==> src/rtl/dmem_arbiter_pkg.sv <==
// rtl/dmem_arbiter_pkg.sv - shared types and constants for the data-memory arbiter
package dmem_arbiter_pkg;

   typedef enum logic [1:0] {
      MEM_B = 2'b00,
      MEM_H = 2'b01,
      MEM_W = 2'b10
   } mem_size_t;

   typedef enum logic [1:0] {
      IDLE   = 2'd0,
      ACCESS = 2'd1,
      DONE   = 2'd2
   } dmem_state_t;

   typedef enum logic {
      OWN_CORE = 1'b0,
      OWN_DMA  = 1'b1
   } dmem_owner_t;

   localparam logic [3:0] BE_B = 4'b0001;
   localparam logic [3:0] BE_H = 4'b0011;
   localparam logic [3:0] BE_W = 4'b1111;

   // Size code 2'b11 has no meaning of its own and is handled as a word
   function automatic mem_size_t decode_size(input logic [1:0] code);
      case (code)
         2'b00:   decode_size = MEM_B;
         2'b01:   decode_size = MEM_H;
         default: decode_size = MEM_W;
      endcase
   endfunction

endpackage

==> src/rtl/dmem_arbiter_if.sv <==
// rtl/dmem_arbiter_if.sv - core, DMA and memory-side signal bundle of the arbiter
interface dmem_arbiter_if #(
   parameter int ADDR_W = 32
);
   logic              i_core_req;
   logic              i_core_we;
   logic [1:0]        i_core_size;
   logic [ADDR_W-1:0] i_core_addr;
   logic [31:0]       i_core_wdata;
   logic              o_core_ack;
   logic [31:0]       o_core_rdata;
   logic              o_core_misaligned;
   logic              o_core_stall;

   logic              i_dma_req;
   logic              i_dma_we;
   logic [ADDR_W-1:0] i_dma_addr;
   logic [31:0]       i_dma_wdata;
   logic              o_dma_ack;
   logic [31:0]       o_dma_rdata;

   logic [ADDR_W-1:0] o_mem_addr;
   logic [31:0]       o_mem_wdata;
   logic [3:0]        o_mem_be;
   logic              o_mem_rd_en;
   logic              o_mem_wr_en;
   logic [31:0]       i_mem_rdata;

   // Arbiter side
   modport slave (
      input  i_core_req, i_core_we, i_core_size, i_core_addr, i_core_wdata,
      output o_core_ack, o_core_rdata, o_core_misaligned, o_core_stall,
      input  i_dma_req, i_dma_we, i_dma_addr, i_dma_wdata,
      output o_dma_ack, o_dma_rdata,
      output o_mem_addr, o_mem_wdata, o_mem_be, o_mem_rd_en, o_mem_wr_en,
      input  i_mem_rdata
   );

   // Requester and memory side
   modport master (
      output i_core_req, i_core_we, i_core_size, i_core_addr, i_core_wdata,
      input  o_core_ack, o_core_rdata, o_core_misaligned, o_core_stall,
      output i_dma_req, i_dma_we, i_dma_addr, i_dma_wdata,
      input  o_dma_ack, o_dma_rdata,
      input  o_mem_addr, o_mem_wdata, o_mem_be, o_mem_rd_en, o_mem_wr_en,
      output i_mem_rdata
   );
endinterface

==> src/rtl/dmem_arbiter_lane_align.sv <==
// rtl/dmem_arbiter_lane_align.sv - byte-lane steering and misalignment check for one access
module dmem_lane_align
   import dmem_arbiter_pkg::*;
(
   input  mem_size_t   size,
   input  logic [1:0]  off,
   input  logic [31:0] wdata,
   input  logic [31:0] mem_rdata,
   output logic [3:0]  be,
   output logic [31:0] wdata_rep,
   output logic [31:0] rdata,
   output logic        misaligned
);

   logic [31:0] shifted;

   assign shifted = mem_rdata >> {off, 3'b000};

   // Lane enables, replicated store data and right-aligned load data per size
   always_comb begin
      be         = BE_W;
      wdata_rep  = wdata;
      rdata      = shifted;
      misaligned = 1'b0;
      case (size)
         MEM_B: begin
            be        = BE_B << off;
            wdata_rep = {4{wdata[7:0]}};
            rdata     = {24'd0, shifted[7:0]};
         end
         MEM_H: begin
            be         = BE_H << off;
            wdata_rep  = {2{wdata[15:0]}};
            rdata      = {16'd0, shifted[15:0]};
            misaligned = off[0];
         end
         default: begin
            misaligned = (off != 2'b00);
         end
      endcase
   end

endmodule

==> src/rtl/dmem_arbiter.sv <==
// rtl/dmem_arbiter.sv - round-robin sequencer sharing the data memory between core and DMA
module dmem_arbiter
   import dmem_arbiter_pkg::*;
#(
   parameter int WAIT_CYCLES = 1,
   parameter int ADDR_W      = 32
) (
   input  logic          clk,
   input  logic          rst_n,
   dmem_arbiter_if.slave bus
);

   localparam logic [3:0] CNT_INIT = 4'(WAIT_CYCLES);

   dmem_state_t       state, state_nxt;
   dmem_owner_t       owner, owner_nxt;
   dmem_owner_t       last_grant, last_grant_nxt;
   mem_size_t         lat_size, lat_size_nxt;
   logic [1:0]        lat_off, lat_off_nxt;
   logic              lat_we, lat_we_nxt;
   logic [3:0]        cnt, cnt_nxt;

   logic [ADDR_W-1:0] mem_addr_nxt;
   logic [31:0]       mem_wdata_nxt, core_rdata_nxt, dma_rdata_nxt;
   logic [3:0]        mem_be_nxt;
   logic              rd_en_nxt, wr_en_nxt, core_ack_nxt, dma_ack_nxt, mis_nxt;

   logic              any_req, sel_core;
   mem_size_t         a_size;
   logic [1:0]        a_off;
   logic [31:0]       a_wdata, a_wrep, a_rdata;
   logic [3:0]        a_be;
   logic              a_mis;

   // On a tie the port that did not win last time is chosen
   assign any_req  = bus.i_core_req | bus.i_dma_req;
   assign sel_core = bus.i_core_req & (~bus.i_dma_req | (last_grant == OWN_DMA));

   assign bus.o_core_stall = bus.i_core_req & ~bus.o_core_ack;

   // Aligner sees the live winning request while idle, the latched access afterwards
   always_comb begin
      if (state == IDLE) begin
         a_size  = sel_core ? decode_size(bus.i_core_size) : MEM_W;
         a_off   = sel_core ? bus.i_core_addr[1:0] : 2'b00;
         a_wdata = sel_core ? bus.i_core_wdata : bus.i_dma_wdata;
      end else begin
         a_size  = lat_size;
         a_off   = lat_off;
         a_wdata = bus.o_mem_wdata;
      end
   end

   dmem_lane_align u_align (
      .size       (a_size),
      .off        (a_off),
      .wdata      (a_wdata),
      .mem_rdata  (bus.i_mem_rdata),
      .be         (a_be),
      .wdata_rep  (a_wrep),
      .rdata      (a_rdata),
      .misaligned (a_mis)
   );

   // FSM state register
   always_ff @(posedge clk or negedge rst_n) begin
      if (!rst_n) state <= IDLE;
      else        state <= state_nxt;
   end

   // FSM next state: a rejected core access skips ACCESS and goes straight to DONE
   always_comb begin
      state_nxt = state;
      case (state)
         IDLE:    if (any_req) state_nxt = (sel_core && a_mis) ? DONE : ACCESS;
         ACCESS:  if (cnt == 4'd0) state_nxt = DONE;
         default: state_nxt = IDLE;
      endcase
   end

   // FSM outputs: next values of every registered output and of the access context
   always_comb begin
      owner_nxt      = owner;
      last_grant_nxt = last_grant;
      lat_size_nxt   = lat_size;
      lat_off_nxt    = lat_off;
      lat_we_nxt     = lat_we;
      cnt_nxt        = cnt;
      mem_addr_nxt   = bus.o_mem_addr;
      mem_be_nxt     = bus.o_mem_be;
      mem_wdata_nxt  = bus.o_mem_wdata;
      rd_en_nxt      = bus.o_mem_rd_en;
      wr_en_nxt      = bus.o_mem_wr_en;
      core_rdata_nxt = bus.o_core_rdata;
      dma_rdata_nxt  = bus.o_dma_rdata;
      core_ack_nxt   = 1'b0;
      dma_ack_nxt    = 1'b0;
      mis_nxt        = 1'b0;
      case (state)
         IDLE: begin
            if (any_req) begin
               if (sel_core && a_mis) begin
                  core_ack_nxt   = 1'b1;
                  mis_nxt        = 1'b1;
                  core_rdata_nxt = '0;
               end else begin
                  owner_nxt      = sel_core ? OWN_CORE : OWN_DMA;
                  last_grant_nxt = owner_nxt;
                  lat_we_nxt     = sel_core ? bus.i_core_we : bus.i_dma_we;
                  lat_size_nxt   = a_size;
                  lat_off_nxt    = a_off;
                  cnt_nxt        = CNT_INIT;
                  mem_addr_nxt   = sel_core ? {bus.i_core_addr[ADDR_W-1:2], 2'b00}
                                            : {bus.i_dma_addr[ADDR_W-1:2], 2'b00};
                  mem_be_nxt     = a_be;
                  mem_wdata_nxt  = a_wrep;
                  rd_en_nxt      = ~lat_we_nxt;
                  wr_en_nxt      = lat_we_nxt;
               end
            end
         end
         ACCESS: begin
            if (cnt == 4'd0) begin
               rd_en_nxt = 1'b0;
               wr_en_nxt = 1'b0;
               if (owner == OWN_CORE) begin
                  core_ack_nxt   = 1'b1;
                  core_rdata_nxt = a_rdata;
               end else begin
                  dma_ack_nxt    = 1'b1;
                  dma_rdata_nxt  = a_rdata;
               end
            end else begin
               cnt_nxt = cnt - 4'd1;
            end
         end
         default: ;
      endcase
   end

   // Access context and registered outputs; reset drops the strobes at once
   always_ff @(posedge clk or negedge rst_n) begin
      if (!rst_n) begin
         owner                 <= OWN_CORE;
         last_grant            <= OWN_DMA;
         lat_size              <= MEM_B;
         lat_off               <= 2'b00;
         lat_we                <= 1'b0;
         cnt                   <= 4'd0;
         bus.o_mem_addr        <= '0;
         bus.o_mem_be          <= 4'd0;
         bus.o_mem_wdata       <= 32'd0;
         bus.o_mem_rd_en       <= 1'b0;
         bus.o_mem_wr_en       <= 1'b0;
         bus.o_core_rdata      <= 32'd0;
         bus.o_dma_rdata       <= 32'd0;
         bus.o_core_ack        <= 1'b0;
         bus.o_dma_ack         <= 1'b0;
         bus.o_core_misaligned <= 1'b0;
      end else begin
         owner                 <= owner_nxt;
         last_grant            <= last_grant_nxt;
         lat_size              <= lat_size_nxt;
         lat_off               <= lat_off_nxt;
         lat_we                <= lat_we_nxt;
         cnt                   <= cnt_nxt;
         bus.o_mem_addr        <= mem_addr_nxt;
         bus.o_mem_be          <= mem_be_nxt;
         bus.o_mem_wdata       <= mem_wdata_nxt;
         bus.o_mem_rd_en       <= rd_en_nxt;
         bus.o_mem_wr_en       <= wr_en_nxt;
         bus.o_core_rdata      <= core_rdata_nxt;
         bus.o_dma_rdata       <= dma_rdata_nxt;
         bus.o_core_ack        <= core_ack_nxt;
         bus.o_dma_ack         <= dma_ack_nxt;
         bus.o_core_misaligned <= mis_nxt;
      end
   end

endmodule

==> src/flat_wrapper.sv <==
// flat-port wrapper written by rule: the top's interface ports become plain ports
module dmem_arbiter_flat import dmem_arbiter_pkg::*;
#(
   parameter int WAIT_CYCLES = 1,
   parameter int ADDR_W      = 32
)
  (clk, rst_n, bus_i_core_req, bus_i_core_we, bus_i_core_size, bus_i_core_addr, bus_i_core_wdata, bus_o_core_ack, bus_o_core_rdata, bus_o_core_misaligned, bus_o_core_stall, bus_i_dma_req, bus_i_dma_we, bus_i_dma_addr, bus_i_dma_wdata, bus_o_dma_ack, bus_o_dma_rdata, bus_o_mem_addr, bus_o_mem_wdata, bus_o_mem_be, bus_o_mem_rd_en, bus_o_mem_wr_en, bus_i_mem_rdata);
  dmem_arbiter_if #(.ADDR_W(ADDR_W)) bus_i ();
  input  logic clk;
  input  logic rst_n;
  input wire logic [$bits(bus_i.i_core_req)-1:0] bus_i_core_req;
  input wire logic [$bits(bus_i.i_core_we)-1:0] bus_i_core_we;
  input wire logic [$bits(bus_i.i_core_size)-1:0] bus_i_core_size;
  input wire logic [$bits(bus_i.i_core_addr)-1:0] bus_i_core_addr;
  input wire logic [$bits(bus_i.i_core_wdata)-1:0] bus_i_core_wdata;
  output wire logic [$bits(bus_i.o_core_ack)-1:0] bus_o_core_ack;
  output wire logic [$bits(bus_i.o_core_rdata)-1:0] bus_o_core_rdata;
  output wire logic [$bits(bus_i.o_core_misaligned)-1:0] bus_o_core_misaligned;
  output wire logic [$bits(bus_i.o_core_stall)-1:0] bus_o_core_stall;
  input wire logic [$bits(bus_i.i_dma_req)-1:0] bus_i_dma_req;
  input wire logic [$bits(bus_i.i_dma_we)-1:0] bus_i_dma_we;
  input wire logic [$bits(bus_i.i_dma_addr)-1:0] bus_i_dma_addr;
  input wire logic [$bits(bus_i.i_dma_wdata)-1:0] bus_i_dma_wdata;
  output wire logic [$bits(bus_i.o_dma_ack)-1:0] bus_o_dma_ack;
  output wire logic [$bits(bus_i.o_dma_rdata)-1:0] bus_o_dma_rdata;
  output wire logic [$bits(bus_i.o_mem_addr)-1:0] bus_o_mem_addr;
  output wire logic [$bits(bus_i.o_mem_wdata)-1:0] bus_o_mem_wdata;
  output wire logic [$bits(bus_i.o_mem_be)-1:0] bus_o_mem_be;
  output wire logic [$bits(bus_i.o_mem_rd_en)-1:0] bus_o_mem_rd_en;
  output wire logic [$bits(bus_i.o_mem_wr_en)-1:0] bus_o_mem_wr_en;
  input wire logic [$bits(bus_i.i_mem_rdata)-1:0] bus_i_mem_rdata;
  assign bus_i.i_core_req = bus_i_core_req;
  assign bus_i.i_core_we = bus_i_core_we;
  assign bus_i.i_core_size = bus_i_core_size;
  assign bus_i.i_core_addr = bus_i_core_addr;
  assign bus_i.i_core_wdata = bus_i_core_wdata;
  assign bus_o_core_ack = bus_i.o_core_ack;
  assign bus_o_core_rdata = bus_i.o_core_rdata;
  assign bus_o_core_misaligned = bus_i.o_core_misaligned;
  assign bus_o_core_stall = bus_i.o_core_stall;
  assign bus_i.i_dma_req = bus_i_dma_req;
  assign bus_i.i_dma_we = bus_i_dma_we;
  assign bus_i.i_dma_addr = bus_i_dma_addr;
  assign bus_i.i_dma_wdata = bus_i_dma_wdata;
  assign bus_o_dma_ack = bus_i.o_dma_ack;
  assign bus_o_dma_rdata = bus_i.o_dma_rdata;
  assign bus_o_mem_addr = bus_i.o_mem_addr;
  assign bus_o_mem_wdata = bus_i.o_mem_wdata;
  assign bus_o_mem_be = bus_i.o_mem_be;
  assign bus_o_mem_rd_en = bus_i.o_mem_rd_en;
  assign bus_o_mem_wr_en = bus_i.o_mem_wr_en;
  assign bus_i.i_mem_rdata = bus_i_mem_rdata;
  dmem_arbiter #(.WAIT_CYCLES(WAIT_CYCLES), .ADDR_W(ADDR_W)) u_core (.clk(clk), .rst_n(rst_n), .bus(bus_i));
endmodule
==> config.mk <==
export PLATFORM = sky130hd
export DESIGN_NAME = dmem_arbiter_flat
export DESIGN_NICKNAME = d
export VERILOG_FILES = /design/src/rtl/dmem_arbiter_pkg.sv /design/src/rtl/dmem_arbiter_if.sv /design/src/rtl/dmem_arbiter_lane_align.sv /design/src/rtl/dmem_arbiter.sv /design/src/flat_wrapper.sv
export SDC_FILE = /design/constraint.sdc
export NUM_CORES = 1
export LEC_CHECK = 0
export ABC_CLOCK_PERIOD_IN_PS = 5200
export CORE_MARGIN = 10
export CORE_UTILIZATION = 30
export DETAILED_ROUTE_END_ITERATION = 10
export SLEW_MARGIN = 20
export SYNTH_ARGS = -nofsm -noshare
export SYNTH_HDL_FRONTEND = slang
export SYNTH_SLANG_ARGS = --single-unit
==> constraint.sdc <==
create_clock -name clk -period 5.2 [get_ports clk]
set_input_delay 1.04 -clock clk [delete_from_list [all_inputs] [get_ports clk]]
set_output_delay 1.04 -clock clk [all_outputs]
set_load 0.01 [all_outputs]
# Word-level counts from Yosys, hierarchy flattened
# Cells that the tools add are included.
[word_totals]
ff_bits = 149
[classes]
n_mux = 42
n_eq_ne = 9
reduce_logical = 13
shift = 3
n_addsub = 1
bitwise_logic = 8
[ops]
columns = ["operator", "count"]
rows = [
  ["two-way mux 32 bit", 6],
  ["case mux 32 bit (2 select lines)", 3],
  [">> shifter 32 x 5 -> 32 bit", 1],
  ["case mux 4 bit (2 select lines)", 2],
  ["two-way mux 1 bit", 15],
  ["two-way mux 2 bit", 7],
  ["two-way mux 4 bit", 3],
  ["inequality test 2 bit (second input constant)", 4],
  ["case mux 1 bit (2 select lines)", 4],
  ["case mux 2 bit (2 select lines)", 2],
  ["AND reduction 4 bit", 2],
  ["equality test 2 x 1 -> 1 bit (second input constant)", 3],
  ["logical NOT 2 bit", 3],
  ["AND reduction 3 bit", 2],
  ["AND reduction 5 bit", 1],
  ["logical NOT 4 bit", 1],
  ["inequality test 2 x 1 -> 1 bit (second input constant)", 2],
  ["NOT 1 bit", 4],
  ["nonzero test 2 bit", 2],
  ["left shift 1 x 2 -> 4 bit (first input constant)", 1],
  ["left shift 2 x 2 -> 4 bit (first input constant)", 1],
  ["subtractor 4 x 1 -> 4 bit (second input constant)", 1],
  ["AND 1 bit", 2],
  ["bitwise OR 1 bit", 2],
  ["2 further kinds", 2],
]

# Longest topological paths before layout
[depth]
ltp_word = 11
depth_mapped = 9
depth_no_buf = 8

# Modules after synthesis
# A second synthesis with hierarchy kept.
[hier_totals]
cells_unflattened = 804
area_unflattened_um2 = 7911.3
[modules_own_cells]
columns = ["module", "cells_each", "instances", "area_per_inst_um2"]
rows = [
  ["dmem_arbiter", 646, 1, 6800.3],
  ["dmem_lane_align", 158, 1, 1111.1],
]

# Worst setup path before layout
# OpenSTA, ideal clock, no wires.
[synth_timing]
path_kind = "input -> output"
from = "input bus_i_core_req"
to = "output bus_o_core_stall"
path_slack_ps = 2721
t_required_ps = 4160
path_stages = 2
arrival_time_ps = 1439
cell_sequence = "buf_2 > nor2b_1"
[synth_between]
elab_chain_len = 1
[synth_rtl]
columns = ["item", "line", "text"]
rows = [
  ["start: declaration", "flat_wrapper.sv:11", "input wire logic [$bits(bus_i.i_core_req)-1:0] bus_i_core_req;"],
  ["AND 1 bit", "dmem_arbiter.sv:39", "assign bus.o_core_stall = bus.i_core_req & ~bus.o_core_ack;"],
  ["end: declaration", "flat_wrapper.sv:19", "output wire logic [$bits(bus_i.o_core_stall)-1:0] bus_o_core_stall;"],
]
# No other way between the ends.

# Worst setup path in the final report
# Same ends and word-level chain as after synthesis.

==> results_tabular.tex <==
\begin{tabular}{lr}
\hline
Metric & Value \\
\hline
\multicolumn{2}{l}{\textbf{Outcome}} \\
\quad Result of the run & finished, final reports clean \\
\multicolumn{2}{l}{\textbf{Setup path}} \\
\quad Maximum fanout along the worst path & 9 \\
\quad Worst Setup End Kind & output port \\
\quad Required @ worst endpoint & between 4 and 5 ns \\
\quad Kind of start point of the critical path & input port \\
\quad CP Class & in -> out \\
\quad Arrival time at the worst endpoint & 2.56 ns \\
\multicolumn{2}{l}{\textbf{STA}} \\
\quad Worst relative slew slack & 0.380 \\
\quad Fin crit share & 0.693 \\
\quad Post-layout minimum cycle time & 3.60 ns \\
\quad Final worst clock skew & roughly 0.0087 ns \\
\quad Highest achievable clock rate & 278 MHz \\
\quad Final setup fails & 0 \\
\quad Final Hold Violating Endpoints & 0 \\
\quad Setup repair after global routing missed its margin & no \\
\quad Transition at the pin with the smallest max-transition slack & about 0.93 ns \\
\quad Sum Neg Setup Slack & 0 ns \\
\quad Final slew viol count & 0 \\
\quad Final critical-path setup slack & 1.60 ns \\
\multicolumn{2}{l}{\textbf{Routing}} \\
\quad DRC marker count from the first detailed-route iteration & 389 \\
\quad Wire length reported by the detailed router & around 28000 um \\
\quad Top metal layer carrying routed signals & met5 \\
\quad Antenna Violating Nets Remaining & 0 \\
\quad Met1 Wirelength & 11500 um \\
\quad Routed via count divided by cell count & 4.88 \\
\quad Pre-antenna DRT Iters & 4 \\
\quad Average detailed-routed wire length per instance & 21.4 um \\
\quad Post-route DRC violation count & 0 \\
\quad Total met2 wirelength after detailed routing & 12900 um \\
\quad DR vias & 6293 \\
\quad Met3 wire length & 3000 um \\
\multicolumn{2}{l}{\textbf{Clocking}} \\
\quad Clock latency at the later pin of the worst-skew pair & approximately 0.42 ns \\
\quad Number of buffers on the longest clock path & 2 \\
\quad Number of gates given a new drive strength after cts & 0 \\
\quad Post-CTS clock slew at the launch and capture registers of the worst setup and hold paths & 0.06 ns \\
\quad Total of hold buffers inserted after clock tree synthesis & 0 \\
\quad Root buf cell & clkbuf\_16 \\
\quad Postcts setup bufs & 0 \\
\quad Clock net sink count & 147 \\
\quad Deepest level of the CTS H-tree & 4 \\
\quad Number of clock buffers inserted by TritonCTS & 17 \\
\quad Clock tree from TritonCTS & yes \\
\multicolumn{2}{l}{\textbf{Synth}} \\
\quad Seq/Total Area, Yosys & 0.507 \\
\quad Mean instance size in the synthesized netlist & 10.9 um2 \\
\quad Post-synthesis sequential element count & 147 \\
\quad Ys async rst share & 1.00 \\
\quad Area contributors post-synth & dfrtp\_1 50\%, mux2i\_1 11\%, nand2\_1 5.4\% \\
\quad Synth top area share & 0.503 \\
\quad Post-synth cell types & 57 \\
\quad Count of mapped cells out of synthesis & 669 \\
\quad Combined area of all synthesized cells & between 7000 and 8000 um2 \\
\quad Top\_reg\_cell synth & dfrtp\_1 \\
\quad Number of synthesized flops with an enable pin & 0 \\
\quad Number of warnings reported in the yosys synthesis log & 0 \\
\quad Biggest area consumer among synthesized cells & dfrtp\_1 \\
\multicolumn{2}{l}{\textbf{Global routing}} \\
\quad Antenna violations before repair & 1 \\
\quad Total routing resource utilization after global routing & 0.176 \\
\quad Maximum number of pins on one net before global-route repair & 95 \\
\quad Number of global-route vias before repair & roughly 6800 \\
\quad First-pass GRT wire length & 41800 um \\
\quad Aggregate global routing overflow & 0 \\
\multicolumn{2}{l}{\textbf{Hold path}} \\
\quad Worst hold path type & reg -> reg \\
\multicolumn{2}{l}{\textbf{Placed design}} \\
\quad Number of input and output port buffers inserted & 301 \\
\quad Final RePlAce weighted congestion & between 0.8 and 0.9 \\
\quad Worst slack at placement & roughly 1.5 ns \\
\quad Half-perimeter wire length of the detailed placement result & 21500 um \\
\multicolumn{2}{l}{\textbf{Cells and area}} \\
\quad Layout overhead on the synthesized area & 54.0\% \\
\quad Fillcell total & 2281 \\
\quad Nets@finish & 1128 \\
\quad Fraction of final layout cells sized beyond drive strength 1 & 0.0855 \\
\quad \# diodes & 0 \\
\multicolumn{2}{l}{\textbf{Die}} \\
\quad Full die area & between 30000 and 40000 um2 \\
\quad Boundary Pins & 306 \\
\quad Die span in x & 176 um \\
\quad Number of cell rows & 56 \\
\quad DIE HEIGHT & 176 um \\
\quad Effective utilization at floorplan & 0.308 \\
\quad Core outline area & around 24000 um2 \\
\multicolumn{2}{l}{\textbf{Power and ir drop}} \\
\quad Total power divided by cell area & 580 nW/um2 \\
\quad Peak supply drop & 0.241 mV \\
\quad Leak Pwr & 0.00493 uW \\
\multicolumn{2}{l}{\textbf{Flow run}} \\
\quad Max Cap Violations & 0 \\
\hline
\end{tabular}
## final timing paths
check                                  start                           to  slack (ns)  depth (start not counted)
max reg2reg                    u_core.cnt[0]  u_core.bus.o_core_rdata[29]        2.37                          7
max                           bus_i_core_req             bus_o_core_stall        1.60                          3
min in group asynchronous              rst_n  u_core.bus.o_core_rdata[24]        0.71                          1
min reg2reg                u_core.last_grant            u_core.last_grant        0.46                          2
min                        u_core.last_grant            u_core.last_grant        0.46                          2
max in group asynchronous              rst_n                u_core.cnt[0]        3.51                          2
## metal layers
layer	vias up	track usage
li1	2999	-
met2	302	0.283
met5	-	0
met3	22	0.0774
met1	2968	0.212
met4	2	0.0438
## per-stage QoR
stage	power (uW)	hold WS, ns	instances	cell area (um2)	util
finish	6490	0.463	1290	11200	0.474
global route	6940	0.507	1290	11200	0.474
CTS	6590	0.464	1290	11200	0.474
detailed placement	5210	0.450	1258	10500	0.447
global placement	5180	0.445	1258	10500	0.447
floorplan	3610	0.435	670	7270	-
## worst max-delay path, cell delays in order
cell	delay (ns)
clkdlybuf4s50_1	0.78
nor2b_1	0.19
clkdlybuf4s50_1	0.55
## Yosys cell counts (all sizes together), types with 4 or more instances
| master | number |
|---|---|
| and2 | 4 |
| nor3 | 4 |
| a221o | 8 |
| o2bb2ai | 8 |
| inv | 6 |
| a22o | 26 |
| nand3 | 19 |
| o221a | 8 |
| clkbuf | 9 |
| o21ai | 84 |
| a22oi | 8 |
| mux2 | 25 |
| mux2i | 87 |
| dfrtp | 146 |
| o211ai | 9 |
| nand2 | 106 |
| nor2 | 24 |
| buf | 36 |
| nor2b | 6 |
| a21o | 8 |
## kinds of logic after synthesis
| logic type | after synthesis | synth area share |
|---|---|---|
| AOI/OAI and AO/OA | 179 | 0.175 |
| xor gates and xnor gates | 2 | 0.00241 |
| adders and majority gates | 2 | 0.00345 |
| buffers and inverters | 52 | 0.0405 |
| DFF | 147 | 0.507 |
| muxes | 112 | 0.162 |
| other | 1 | 0.000516 |
| and+or+nand+nor | 174 | 0.109 |
## cells in the final DEF (no fill, tap or decap), types with 3 or more instances in the layout
master and n:
o2bb2ai_1 8, nand2_1 104, a22oi_1 8, and2_1 4, nor2_2 5, mux2_2 10
nor2b_1 6, clkinv_4 4, buf_4 12, o21ai_1 73, mux2i_2 7, o21ai_0 10
nand3_1 19, clkbuf_16 17, mux2i_1 80, inv_6 3, o221a_1 8, a221o_1 8
o211ai_1 9, inv_1 5, clkdlybuf4s50_1 300, a21oi_1 3, mux2_1 15, a21o_1 8
a22o_1 26, a2bb2oi_1 3, bufinv_16 4, dfrtp_1 146, o21a_1 3, nor2_1 19
## layout make-up
class / count / area, um2 / area share
clock buffers: 19 / 443 / 0.0396
clock inverters: 13 / 199 / 0.0178
well taps: 319 / 399 / 0.0357
repair buffers: 314 / 3120 / 0.279
multi-input cells: 471 / 3310 / 0.296
flip-flops and latches: 147 / 3680 / 0.329
inverters: 7 / 31.3 / 0.00280
## flip-flops by register name (all words and copies together) (netlist names)
signal and count:
u_core.bus.o_core_ack 1, u_core.bus.o_core_misaligned 1, u_core.bus.o_core_rdata 32, u_core.bus.o_dma_ack 1, u_core.bus.o_dma_rdata 32, u_core.bus.o_mem_addr 30
u_core.bus.o_mem_be 4, u_core.bus.o_mem_rd_en 1, u_core.bus.o_mem_wdata 32, u_core.bus.o_mem_wr_en 1, u_core.cnt 4, u_core.last_grant 1
u_core.lat_off 2, u_core.lat_size 2, u_core.owner 1, u_core.state 2
## report_power, final
group	leakage (uW)	total, uW	internal (uW)	switching (uW)
Sequential	0.00186	1980	1660	323
Clock	0.000307	1340	827	516
Combinational	0.00276	3170	1600	1560
Total	0.00493	6490	4090	2400
Note: power is estimated with default switching activity, not from simulation.
